$ cat src/rtl/gpi_irq_pkg.sv
// Shared constants for the GPI interrupt controller: CSR offsets and debounce counter width.
package gpi_irq_pkg;

  localparam logic [1:0] GPI_OFS_IN   = 2'd0;
  localparam logic [1:0] GPI_OFS_IE   = 2'd1;
  localparam logic [1:0] GPI_OFS_IP   = 2'd2;
  localparam logic [1:0] GPI_OFS_EDGE = 2'd3;

  localparam int DB_CNT_W = 4;

endpackage

$ cat src/rtl/gpi_irq_if.sv
// CSR bus between the CPLD bus master and the GPI interrupt controller.
interface gpi_irq_if;
  logic [4:0] csr_a;
  logic [7:0] csr_di;
  logic       csr_we;
  logic [7:0] csr_do;

  modport master (output csr_a, output csr_di, output csr_we, input csr_do);
  modport slave  (input csr_a, input csr_di, input csr_we, output csr_do);
endinterface

$ cat src/rtl/gpi_debounce.sv
// One pin: synchronised level -> optional debounce counter -> accepted state flop.
// GPI_IRQ_DEBOUNCE_EN enables the counter; otherwise the state follows the sync output.
module gpi_debounce
  import gpi_irq_pkg::*;
#(
  parameter int DB_TICKS = 4
) (
  input  logic clk,
  input  logic rst,
  input  logic tick,
  input  logic sync,
  output logic state,
  output logic change
);

`ifdef GPI_IRQ_DEBOUNCE_EN
  localparam logic [DB_CNT_W-1:0] CNT_LAST = DB_CNT_W'(DB_TICKS - 1);

  logic                sync_q;
  logic [DB_CNT_W-1:0] cnt;
  logic                pend;
  logic                stable;

  assign pend   = sync != state;
  assign stable = sync == sync_q;
  assign change = pend & stable & tick & (cnt == CNT_LAST);

  // Any movement of the sync level restarts the stability count.
  always_ff @(posedge clk) begin
    if (rst) begin
      sync_q <= 1'b0;
      cnt    <= '0;
      state  <= 1'b0;
    end else begin
      sync_q <= sync;
      if (!pend || !stable) begin
        cnt <= '0;
      end else if (change) begin
        cnt   <= '0;
        state <= sync;
      end else if (tick) begin
        cnt <= cnt + DB_CNT_W'(1);
      end
    end
  end
`else
  logic unused_tick;
  assign unused_tick = tick;
  assign change      = sync != state;

  always_ff @(posedge clk) begin
    if (rst) state <= 1'b0;
    else     state <= sync;
  end
`endif

endmodule

$ cat src/rtl/gpi_irq.sv
// GPI edge interrupt controller: sync, optional debounce (GPI_IRQ_DEBOUNCE_EN), edge latch, masked level IRQ.
// CSR window of four registers at BASE_ADDR: IN, IE, IP (W1C), EDGE.
module gpi_irq
  import gpi_irq_pkg::*;
#(
  parameter logic [4:0] BASE_ADDR   = 5'h0,
  parameter int         NUM_GPIOS   = 8,
  parameter int         DB_PRESCALE = 256,
  parameter int         DB_TICKS    = 4
) (
  input  logic                 clk,
  input  logic                 rst,
  gpi_irq_if.slave             bus,
  input  logic [NUM_GPIOS-1:0] in,
  output logic                 irq
);

  logic [NUM_GPIOS-1:0] sync1, sync2, state, change, rise, fall, ev;
  logic [NUM_GPIOS-1:0] ie, ip, edge_sel, wdata;
  logic [1:0]           arm;
  logic [1:0]           ofs;
  logic                 armed, hit, tick;
  logic                 we_ie, we_ip, we_edge;
  logic [7:0]           rdata;

  assign hit     = bus.csr_a[4:2] == BASE_ADDR[4:2];
  assign ofs     = bus.csr_a[1:0];
  assign wdata   = bus.csr_di[NUM_GPIOS-1:0];
  assign armed   = arm == 2'd3;
  assign we_ie   = bus.csr_we & hit & (ofs == GPI_OFS_IE);
  assign we_ip   = bus.csr_we & hit & (ofs == GPI_OFS_IP);
  assign we_edge = bus.csr_we & hit & (ofs == GPI_OFS_EDGE);

`ifdef GPI_IRQ_DEBOUNCE_EN
  localparam int PW = $clog2(DB_PRESCALE);
  logic [PW-1:0] pre_cnt;

  assign tick = pre_cnt == '0;

  always_ff @(posedge clk) begin
    if (rst || tick) pre_cnt <= PW'(DB_PRESCALE - 1);
    else             pre_cnt <= pre_cnt - PW'(1);
  end
`else
  assign tick = 1'b0;
`endif

  always_ff @(posedge clk) begin
    if (rst) begin
      sync1 <= '0;
      sync2 <= '0;
    end else begin
      sync1 <= in;
      sync2 <= sync1;
    end
  end

  for (genvar i = 0; i < NUM_GPIOS; i++) begin : g_pin
    gpi_debounce #(.DB_TICKS(DB_TICKS)) u_db (
      .clk    (clk),
      .rst    (rst),
      .tick   (tick),
      .sync   (sync2[i]),
      .state  (state[i]),
      .change (change[i])
    );
  end

  // Edges are taken from the state flop's update so IP lands on the same clk as IN.
  assign rise = change & ~state;
  assign fall = change & state;
  assign ev   = armed ? ((edge_sel & rise) | (~edge_sel & fall)) : '0;

  always_ff @(posedge clk) begin
    if (rst) begin
      arm      <= 2'd0;
      ie       <= '0;
      ip       <= '0;
      edge_sel <= '0;
      irq      <= 1'b0;
    end else begin
      if (!armed)  arm      <= arm + 2'd1;
      if (we_ie)   ie       <= wdata;
      if (we_edge) edge_sel <= wdata;
      ip  <= (ip & ~(we_ip ? wdata : '0)) | ev;
      irq <= |(ip & ie);
    end
  end

  always_comb begin
    rdata = '0;
    if (hit) begin
      case (ofs)
        GPI_OFS_IN:   rdata[NUM_GPIOS-1:0] = state;
        GPI_OFS_IE:   rdata[NUM_GPIOS-1:0] = ie;
        GPI_OFS_IP:   rdata[NUM_GPIOS-1:0] = ip;
        GPI_OFS_EDGE: rdata[NUM_GPIOS-1:0] = edge_sel;
        default:      rdata = '0;
      endcase
    end
  end

  assign bus.csr_do = rdata;

endmodule

$ cat src/flat_wrapper.sv
// flat-port wrapper written by rule: the top's interface ports become plain ports
module gpi_irq_flat import gpi_irq_pkg::*;
#(
  parameter logic [4:0] BASE_ADDR   = 5'h0,
  parameter int         NUM_GPIOS   = 8,
  parameter int         DB_PRESCALE = 256,
  parameter int         DB_TICKS    = 4
)
  (clk, rst, in, irq, bus_csr_a, bus_csr_di, bus_csr_we, bus_csr_do);
  gpi_irq_if bus_i ();
  input  logic clk;
  input  logic rst;
  input  logic [NUM_GPIOS-1:0] in;
  output logic irq;
  input wire logic [$bits(bus_i.csr_a)-1:0] bus_csr_a;
  input wire logic [$bits(bus_i.csr_di)-1:0] bus_csr_di;
  input wire logic [$bits(bus_i.csr_we)-1:0] bus_csr_we;
  output wire logic [$bits(bus_i.csr_do)-1:0] bus_csr_do;
  assign bus_i.csr_a = bus_csr_a;
  assign bus_i.csr_di = bus_csr_di;
  assign bus_i.csr_we = bus_csr_we;
  assign bus_csr_do = bus_i.csr_do;
  gpi_irq #(.BASE_ADDR(BASE_ADDR), .NUM_GPIOS(NUM_GPIOS), .DB_PRESCALE(DB_PRESCALE), .DB_TICKS(DB_TICKS)) u_core (.clk(clk), .rst(rst), .bus(bus_i), .in(in), .irq(irq));
endmodule
$ cat config.mk
export PLATFORM = sky130hd
export DESIGN_NAME = gpi_irq_flat
export DESIGN_NICKNAME = d
export VERILOG_FILES = /design/src/rtl/gpi_irq_pkg.sv /design/src/rtl/gpi_irq_if.sv /design/src/rtl/gpi_debounce.sv /design/src/rtl/gpi_irq.sv /design/src/flat_wrapper.sv
export SDC_FILE = /design/constraint.sdc
export NUM_CORES = 1
export LEC_CHECK = 0
export BUFFER_PORTS_ARGS = -buffer_cell sky130_fd_sc_hd__buf_2
export CELL_PAD_IN_SITES_DETAIL_PLACEMENT = 1
export CELL_PAD_IN_SITES_GLOBAL_PLACEMENT = 1
export CORE_UTILIZATION = 43
export DETAILED_ROUTE_END_ITERATION = 7
export MAX_ROUTING_LAYER = met4
export PLACE_DENSITY_LB_ADDON = 0.1
export SYNTH_ARGS = -nofsm -noshare
export SYNTH_HDL_FRONTEND = slang
export SYNTH_HIERARCHICAL = 1
export SYNTH_SLANG_ARGS = --single-unit
$ cat constraint.sdc
create_clock -name clk -period 1.6 [get_ports clk]
set_input_delay 0.08 -clock clk [delete_from_list [all_inputs] [get_ports clk]]
set_output_delay 0.08 -clock clk [all_outputs]
set_load 0.02 [all_outputs]
After elaboration in Yosys (flattened, before gate mapping)

Cells that the tools add are included.

Output and inout bits: 9
Flip-flop bits (word level): 51
Word-level logic and storage cells: 50
Input port bits: 24

Mux-type cells: 4
Bitwise gates (word level): 15
Equality and inequality tests: 12
$add $sub $neg: 1
Reduce and logical (&&, ||, !) cells: 3

Operators with widths:

| operator                                                         | number |
|---|---|
| 8-bit bitwise AND                                                | 6 |
| 8-bit one-hot mux with 4 select lines                            | 1 |
| 8-bit two-way mux                                                | 3 |
| 8-bit NOT                                                        | 3 |
| 8-bit OR                                                         | 2 |
| 1-bit inequality test                                            | 8 |
| 8-bit OR reduction                                               | 1 |
| 2-bit == test (second input constant)                            | 3 |
| 1-bit bitwise AND                                                | 4 |
| 3-bit zero test                                                  | 1 |
| 2-bit by 1-bit adder with 2-bit output (second input constant)   | 1 |
| 2-bit by 1-bit == test with 1-bit output (second input constant) | 1 |
| 2-bit zero test                                                  | 1 |

Depth between registers and ports, before layout

Gate-level depths: netlist of run 1.

Word-level depth: 7
Depth in mapped cells: 5
Mapped depth without buffers: 3

Modules after synthesis

The synthesis of run 1 kept the hierarchy.

Modules (own cells, without submodules):

| module       | sequential area each (um^2) | area each (um^2) | times used | cells each |
|---|---|---|---|---|
| gpi_irq      | 860.8                       | 1,961.9          | 1          | 195 |
| gpi_debounce | 20.0                        | 35.0             | 8          | 3 |

Least setup slack after synthesis of run 1

Ideal clock, no wire load.

Kind: register -> register
From: reg u_core.arm[0]
To: reg u_core.arm[1]
Stages on the path, launching flop included: 5
Required time: 1.472 ns
Period minus slack after synthesis: 1.124 ns
Slack: 0.476 ns
Data arrival time: 0.997 ns
Library setup time: 0.128 ns
Buffers on the path: 1
Cell sequence: dfxtp_1 ha_1 clkbuf_1 mux2i_1 nor2_1

Word-level cells in the longest chain between the ends: 1
Elaborated cells between the ends (all ways): 2
Classes of those cells: add/sub: 1; eq/ne: 1

RTL lines:

| item                                                                           | line                         | text |
|---|---|---|
| from (decl)                                                                    | gpi_irq.sv:20                | `logic [1:0] arm;` |
| from (signal assigned)                                                         | gpi_irq.sv:82                | `if (!armed) arm <= arm + 2'd1;` |
| 2-bit by 1-bit adder with 2-bit output / 2-bit == test (equally long branches) | gpi_irq.sv:82, gpi_irq.sv:29 |  |

Several ways; a longest one is shown, not always the timed one.
A chain may end at the register's enable or synchronous reset.

Worst setup path after layout of run 1

From: reg u_core.edge_sel[0]
To: out bus_csr_do[0]

Word-level cells in the longest chain between the ends: 2

RTL lines:

| item                                  | line               | text |
|---|---|---|
| from (decl)                           | gpi_irq.sv:19      | `logic [NUM_GPIOS-1:0] ie, ip, edge_sel, wdata;` |
| from (signal assigned)                | gpi_irq.sv:84      | `if (we_edge) edge_sel <= wdata;` |
| 8-bit one-hot mux with 4 select lines | gpi_irq.sv:93      | `case (ofs)` |
| 8-bit two-way mux                     | gpi_irq.sv:92      | `if (hit) begin` |
| to (decl)                             | flat_wrapper.sv:18 | `output wire logic [$bits(bus_i.csr_do)-1:0] bus_csr_do;` |

No other way between the ends.

==> key figures, run 1 <==
Routing
  – Drt total wl: 5.26 mm
  – Routed vias: 1,686
  – Initial DRC count: 94
  – Remaining DRCs: 0
  – Routed Antenna Nets: 0
  – DR pass1 iterations: 4
  – Wirelength per Cell: 16.3 um
  – Drt via density: 5.22

Worst hold path
  – Hold EP: u_core/edge_sel[1]
  – Hold_sp: bus_csr_di[1]
  – Worst min path class: in -> reg
  – Hold Path Depth: 3

Job
  – Number of max-cap violations: 0

Floorplanning
  – Die Width: 74.2 um
  – Core footprint: 4880 um^2
  – Die height: 74.2 um
  – Starting Density: 45.9%
  – Die ar.: 5500 um^2
  – Row cnt: 25
  – Io pins: 33

Final layout
  – Sequential Area: 1020 um^2
  – Final net count: 281
  – N_diodes: 0
  – Area growth, synth to finish: 18.4%
  – Layout cell share with drive strength beyond 1: 20.7%
  – Multi-input gate area: 1140 um^2
  – Filler cells: 574

Run status
  – Outcome: finished clean

Global route
  – Initial antenna violation count: 0
  – Vias in the first global route: 1,675
  – Global-route wire length before repair: 8.43 mm
  – Total gr overflow: 0
  – Gr usage total: 21.9%
  – Largest net degree at the start of global routing: 60

STA
  – Slew Limit Headroom: 73.1%
  – Clock period minus worst slack: 1.53 ns
  – RSZ-0062 raised after global routing: no
  – Final setup violation count: 0
  – Crit share post-route: 95.3%
  – Final Hold Viols: 0
  – Clock Skews: 0.00806 ns
  – WHS: 0.0726 ns
  – Slew @ Worst Pin: 0.403 ns
  – FMAX: 656 MHz
  – Sum Neg Setup Slack: 0 ns
  – Final Max Tran Viols: 0
  – Setup ws final: 0.0749 ns

Placed design
  – Post-DP HPWL: 3.56 mm
  – RePlAce Congestion: 0.737
  – Placement Setup Slack: 0.188 ns
  – PortBufs: 32

CTS
  – Root Driver: clkbuf_8
  – Clock transition at the registers of the reported paths: 0.09 ns
  – Clk_lat worst skew: 0.30 ns
  – Clk buf depth: 2
  – Clock Sinks: 51
  – Post_cts resized: 0
  – TritonCTS Buffers: 5
  – CTS tree: yes
  – CTS H-tree lvls: 2

Synthesis
  – Synthesized instance count: 218
  – Synthesized cell area: 2240 um^2
  – Mean Syn Cell Area: 10.3 um^2
  – Post-Syn Nets: 243
  – Number of synthesis warnings: 6

Worst setup path
  – CP Data Arrival Time: 1.45 ns
  – Critical Path End Type: output port
  – R2R Path End: u_core/arm[0]
  – Worst Path Required: 1.52 ns
  – Reg2reg start: u_core/arm[0]
  – Worst reg-to-reg path cell count: 4
  – Critical path fanouts, max: 3
  – Startpoint Class: register
  – Critical path type: reg -> out
  – R2R Setup Slk: 0.55 ns
  – Crit. Startpoint: u_core/edge_sel[0]

Pwr
  – Pwr dens: 917 nW/um^2
  – Cell leakage power: 0.00110 uW
  – Worst IR Drop VDD: 0.551 mV
## power breakdown
group	internal (uW)	switching [uW]	leakage, uW	total (uW)
Clock	459	413	0.0000513	872
Sequential	1310	23.5	0.000416	1330
Combinational	111	115	0.000636	226
## what timing repair did
action	in CTS	in global routing
endpoints found under the hold margin	8	0
hold buffers	8	0
buffers inserted	0	0
## critical path, cell delays in order, from the launching register on
cell and delay [ns]:
dfxtp_1 0.36, mux4_2 0.46, and2_1 0.17, buf_2 0.15
## metal layers
metal | part of all wire [%] | GRT usage (%) | up-vias
met3 | 2.9 | 4.47 | 7
li1 | - | - | 824
met5 | 0 | - | -
met1 | 45 | 26.0 | 826
met2 | 51 | 36.8 | 29
met4 | 1.3 | 7.69 | 0
## area by class of cell
type / count / share of cell area [%]
repair buffers: 46 / 11.2
multi-input cells: 152 / 43.2
well taps: 67 / 3.16
clock buffers: 6 / 2.74
clock inverters: 1 / 1.13
flip-flops and latches: 51 / 38.5
## worst max path at each step
stage                               to  slack [ns]  cells after the start
floorplan                u_core/arm[1]        0.48                      4
global placement         bus_csr_do[0]        0.23                      4
detailed placement  u_core/edge_sel[0]        0.19                      5
CTS                      bus_csr_do[0]        0.06                      3
global route             bus_csr_do[1]        0.02                      3
finish                   bus_csr_do[0]        0.07                      3
## flip-flops by register name, summed over array words and instances, names as in the netlist
signal	flops
u_core/edge_sel	8
u_core/sync1	8
u_core/irq	1
u_core/sync2	8
u_core/arm	2
u_core/ip	8
u_core/ie	8
u_core/g_pin.u_db/state	8
## cells in the final DEF (no fill, tap or decap), types with 2 or more instances in the layout
cell type	count
dfxtp_1	51
buf_2	32
nor2b_1	32
xor2_1	17
nand2b_1	16
o21ai_0	16
nand3_1	9
mux2i_1	9
nand4b_1	9
dlygate4sd3_1	8
mux4_2	8
and2_1	8
o21ai_1	8
a21oi_1	8
clkbuf_8	5
buf_4	5
a22oi_1	4
nor2_1	2
## through the flow
stage               cell area [um^2]  utilization [%]  cells  total power [uW]
finish                          2650             54.3    323              2430
detailed placement              2470             50.6    308              1580
global placement                2470             50.6    308              1570
CTS                             2650             54.3    323              2470
global route                    2650             54.3    323              2550
floorplan                       2240                -    218              1490
No activity file was read; power rests on OpenSTA's default activity.
==> run 2: changes to the inputs <==
Settings changed: CORE_MARGIN set to 2, CORE_UTILIZATION 43 to 40.
==> run 2 against run 1 <==
Net effect: critical path depth stayed put; fmax is 1.8% higher; combinational power hardly changed; utilization is 5.7 points lower; sequential power hardly changed; first-iteration DRC count is 26% lower; sequential share of layout area is 0.055 points higher; critical endpoint is now bus_csr_do[1].
==> key figures, run 2 (synthesis gave the netlist of run 1 again) <==
Worst hold path
  – Hold_sp: bus_csr_di[1]
  – Hold Path Depth: 3 (unchanged)
  – Worst min path class: in -> reg
  – Hold EP: u_core/edge_sel[1]

STA
  – Crit share post-route: 93.6% (-1.7 points)
  – Sum Neg Setup Slack: 0 ns (unchanged)
  – Final Hold Viols: 0 (unchanged)
  – FMAX: 667 MHz (+1.8%)
  – RSZ-0062 raised after global routing: no
  – Final setup violation count: 0 (unchanged)
  – Clock Skews: 0.00592 ns (-0.00214 ns)
  – Final Max Tran Viols: 0 (unchanged)
  – WHS: 0.0720 ns (-0.000569 ns)
  – Slew Limit Headroom: 68.6% (-4.6 points)
  – Clock period minus worst slack: 1.50 ns (-0.0267 ns)
  – Slew @ Worst Pin: 0.472 ns (+0.0687 ns)

Worst setup path
  – R2R Path End: u_core/arm[0]
  – Critical path fanouts, max: 3 (unchanged)
  – CP peak stage delay: 0.45 ns (about the same)
  – CP max stage cell: mux4_2
  – Critical path type: reg -> out
  – Worst reg-to-reg path cell count: 4 (unchanged)
  – Critical Path End Type: output port
  – Worst Path Required: 1.52 ns (about the same)
  – CP Data Arrival Time: 1.42 ns (-0.03 ns)
  – R2R Setup Slk: 0.42 ns (-0.13 ns)
  – Startpoint Class: register
  – Reg2reg start: u_core/arm[0]
  – Crit-path cells: mux4_2 > and2_1 > buf_2

Floorplanning
  – Starting Density: 41.2% (-4.7 points)
  – Row cnt: 27 (+8.0%)
  – Io pins: 33 (unchanged)
  – Die ar.: 6210 um^2 (+13%)
  – Die height: 78.8 um (+6.3%)
  – Die Width: 78.8 um (+6.3%)
  – Core footprint: 5440 um^2 (+11%)

Pwr
  – Clock share of power: 34.1% (-1.8 points)
  – Cell leakage power: 0.00110 uW (-0.41%)
  – Worst IR Drop VDD: 0.574 mV (+4.2%)
  – Sw Ratio: 23.1% (+0.36 points)
  – Sequential power share: 56.4% (+1.6 points)
  – Internal Pwr Total: 1810 uW (-3.4%)
  – Pwr dens: 891 nW/um^2 (-2.8%)
  – Switch Pwr: 544 uW (-1.4%)
  – Gate power share: 9.5% (+0.2 points)

Final layout
  – Fin util: 48.7% (-5.7 points)
  – N_diodes: 0 (unchanged)
  – Area growth, synth to finish: 18.2%
  – Most frequent cells in the layout: 51 x dfxtp_1, 32 x buf_2, 32 x nor2b_1
  – Layout cell share with drive strength beyond 1: 20.7% (unchanged)
  – Most common cell after layout, fill and taps aside: dfxtp_1
  – Filler cells: 624 (+8.7%)
  – Final net count: 280 (-0.36%)

Global route
  – Gr usage total: 18.0% (-3.9 points)
  – Initial antenna violation count: 0 (unchanged)
  – Total gr overflow: 0 (unchanged)
  – Vias in the first global route: 1,682 (+0.42%)
  – Global-route wire length before repair: 8.38 mm (-0.65%)
  – Largest net degree at the start of global routing: 60 (unchanged)

Routing
  – Met1 WL: 2.34 mm (-1.6%)
  – Drt via density: 5.12 (-1.9%)
  – DR pass1 iterations: 4 (unchanged)
  – Routed Antenna Nets: 0 (unchanged)
  – Wirelength per Cell: 15.4 um (-5.6%)
  – Routed vias: 1,680 (-0.36%)
  – Max Used Layer: met4
  – Remaining DRCs: 0 (unchanged)
  – Routed wl met2: 2.45 mm (-7.6%)
  – Initial DRC count: 70 (-26%)
  – Drt total wl: 5.04 mm (-4.1%)
  – Met3 wire length: 193 um (+25%)

CTS
  – Clk_lat worst skew: 0.30 ns (about the same)
  – CTS tree: yes
  – Root Driver: clkbuf_8
  – CTS H-tree lvls: 2 (unchanged)
  – Post-CTS setup buffers: 0 (unchanged)
  – TritonCTS Buffers: 5 (unchanged)
  – Clock Sinks: 51 (unchanged)
  – Clock transition at the registers of the reported paths: 0.09 ns (about the same)
  – Clk buf depth: 2 (unchanged)

Placed design
  – Post-DP HPWL: 3.40 mm (-4.5%)
  – PortBufs: 32 (unchanged)
  – RePlAce Congestion: 0.775 (+5.3%)

Run status
  – Outcome: finished clean

Job
  – Number of max-cap violations: 0 (unchanged)
[run 2: changes by cell type in the layout (fill, tap and decap cells not counted)]
cell / change
bufinv_16: -1
clkbuf_8: +2
buf_4: -1
[run 2: cell type report]
class	instances	area, um^2	area share [%]
Clock buffer	8	100	3.78
Multi-Input combinational cell	152	1140	43.3
Sequential cell	51	1020	38.6
Tap cell	72	90.1	3.40
Timing Repair Buffer	45	290	11.0
[run 2: worst max path at each step]
stage	cells past startpoint	startpoint	slack (ns)	end
floorplan	4	u_core/arm[0]	0.48	u_core/arm[1]
CTS	3	u_core/g_pin[1].u_db/state	0.09	bus_csr_do[1]
detailed placement	4	bus_csr_a[1]	0.14	bus_csr_do[5]
global route	3	u_core/g_pin[7].u_db/state	0.03	bus_csr_do[7]
global placement	4	bus_csr_a[1]	0.15	bus_csr_do[6]
finish	3	u_core/g_pin[1].u_db/state	0.10	bus_csr_do[1]
[run 2: critical path, delay by kind of cell, from the launching register on]
| kind | cells | cell delay [ns] |
|---|---|---|
| flip-flops | 1 | 0.35 |
| multiplexers | 1 | 0.45 |
| AND/OR/NAND/NOR | 1 | 0.16 |
| buffers and inverters | 1 | 0.15 |
[run 2: routing by layer]
layer	vias to the layer above	global-route usage (%)
met3	6	3.41
met1	818	23.1
li1	829	-
met5	-	-
met4	0	4.74
met2	27	29.2
[run 2: repair_timing]
action / CTS / global route
hold endpoints to repair: 7 / 1
hold buffers: 7 / 1
gates resized for setup: 0 / 0
[run 2: stage by stage]
stage	instance area (um^2)	setup slack (ns)	instances	power (uW)
3_3_place_gp	2470	0.147	312	1570
6_report	2650	0.102	328	2360
5_1_grt	2650	0.0349	328	2470
4_1_cts	2640	0.0866	327	2380
3_5_place_dp	2470	0.145	312	1570
2_1_floorplan	2240	0.476	218	1490
[run 2: power groups by stage]
stage / sequential [uW] / clock [uW] / combinational, uW
after floorplan: 1350 / 0 / 133
after global placement: 1360 / 0 / 208
after detailed placement: 1360 / 0 / 212
after CTS: 1330 / 828 / 225
after global routing: 1340 / 881 / 254
final: 1330 / 803 / 224
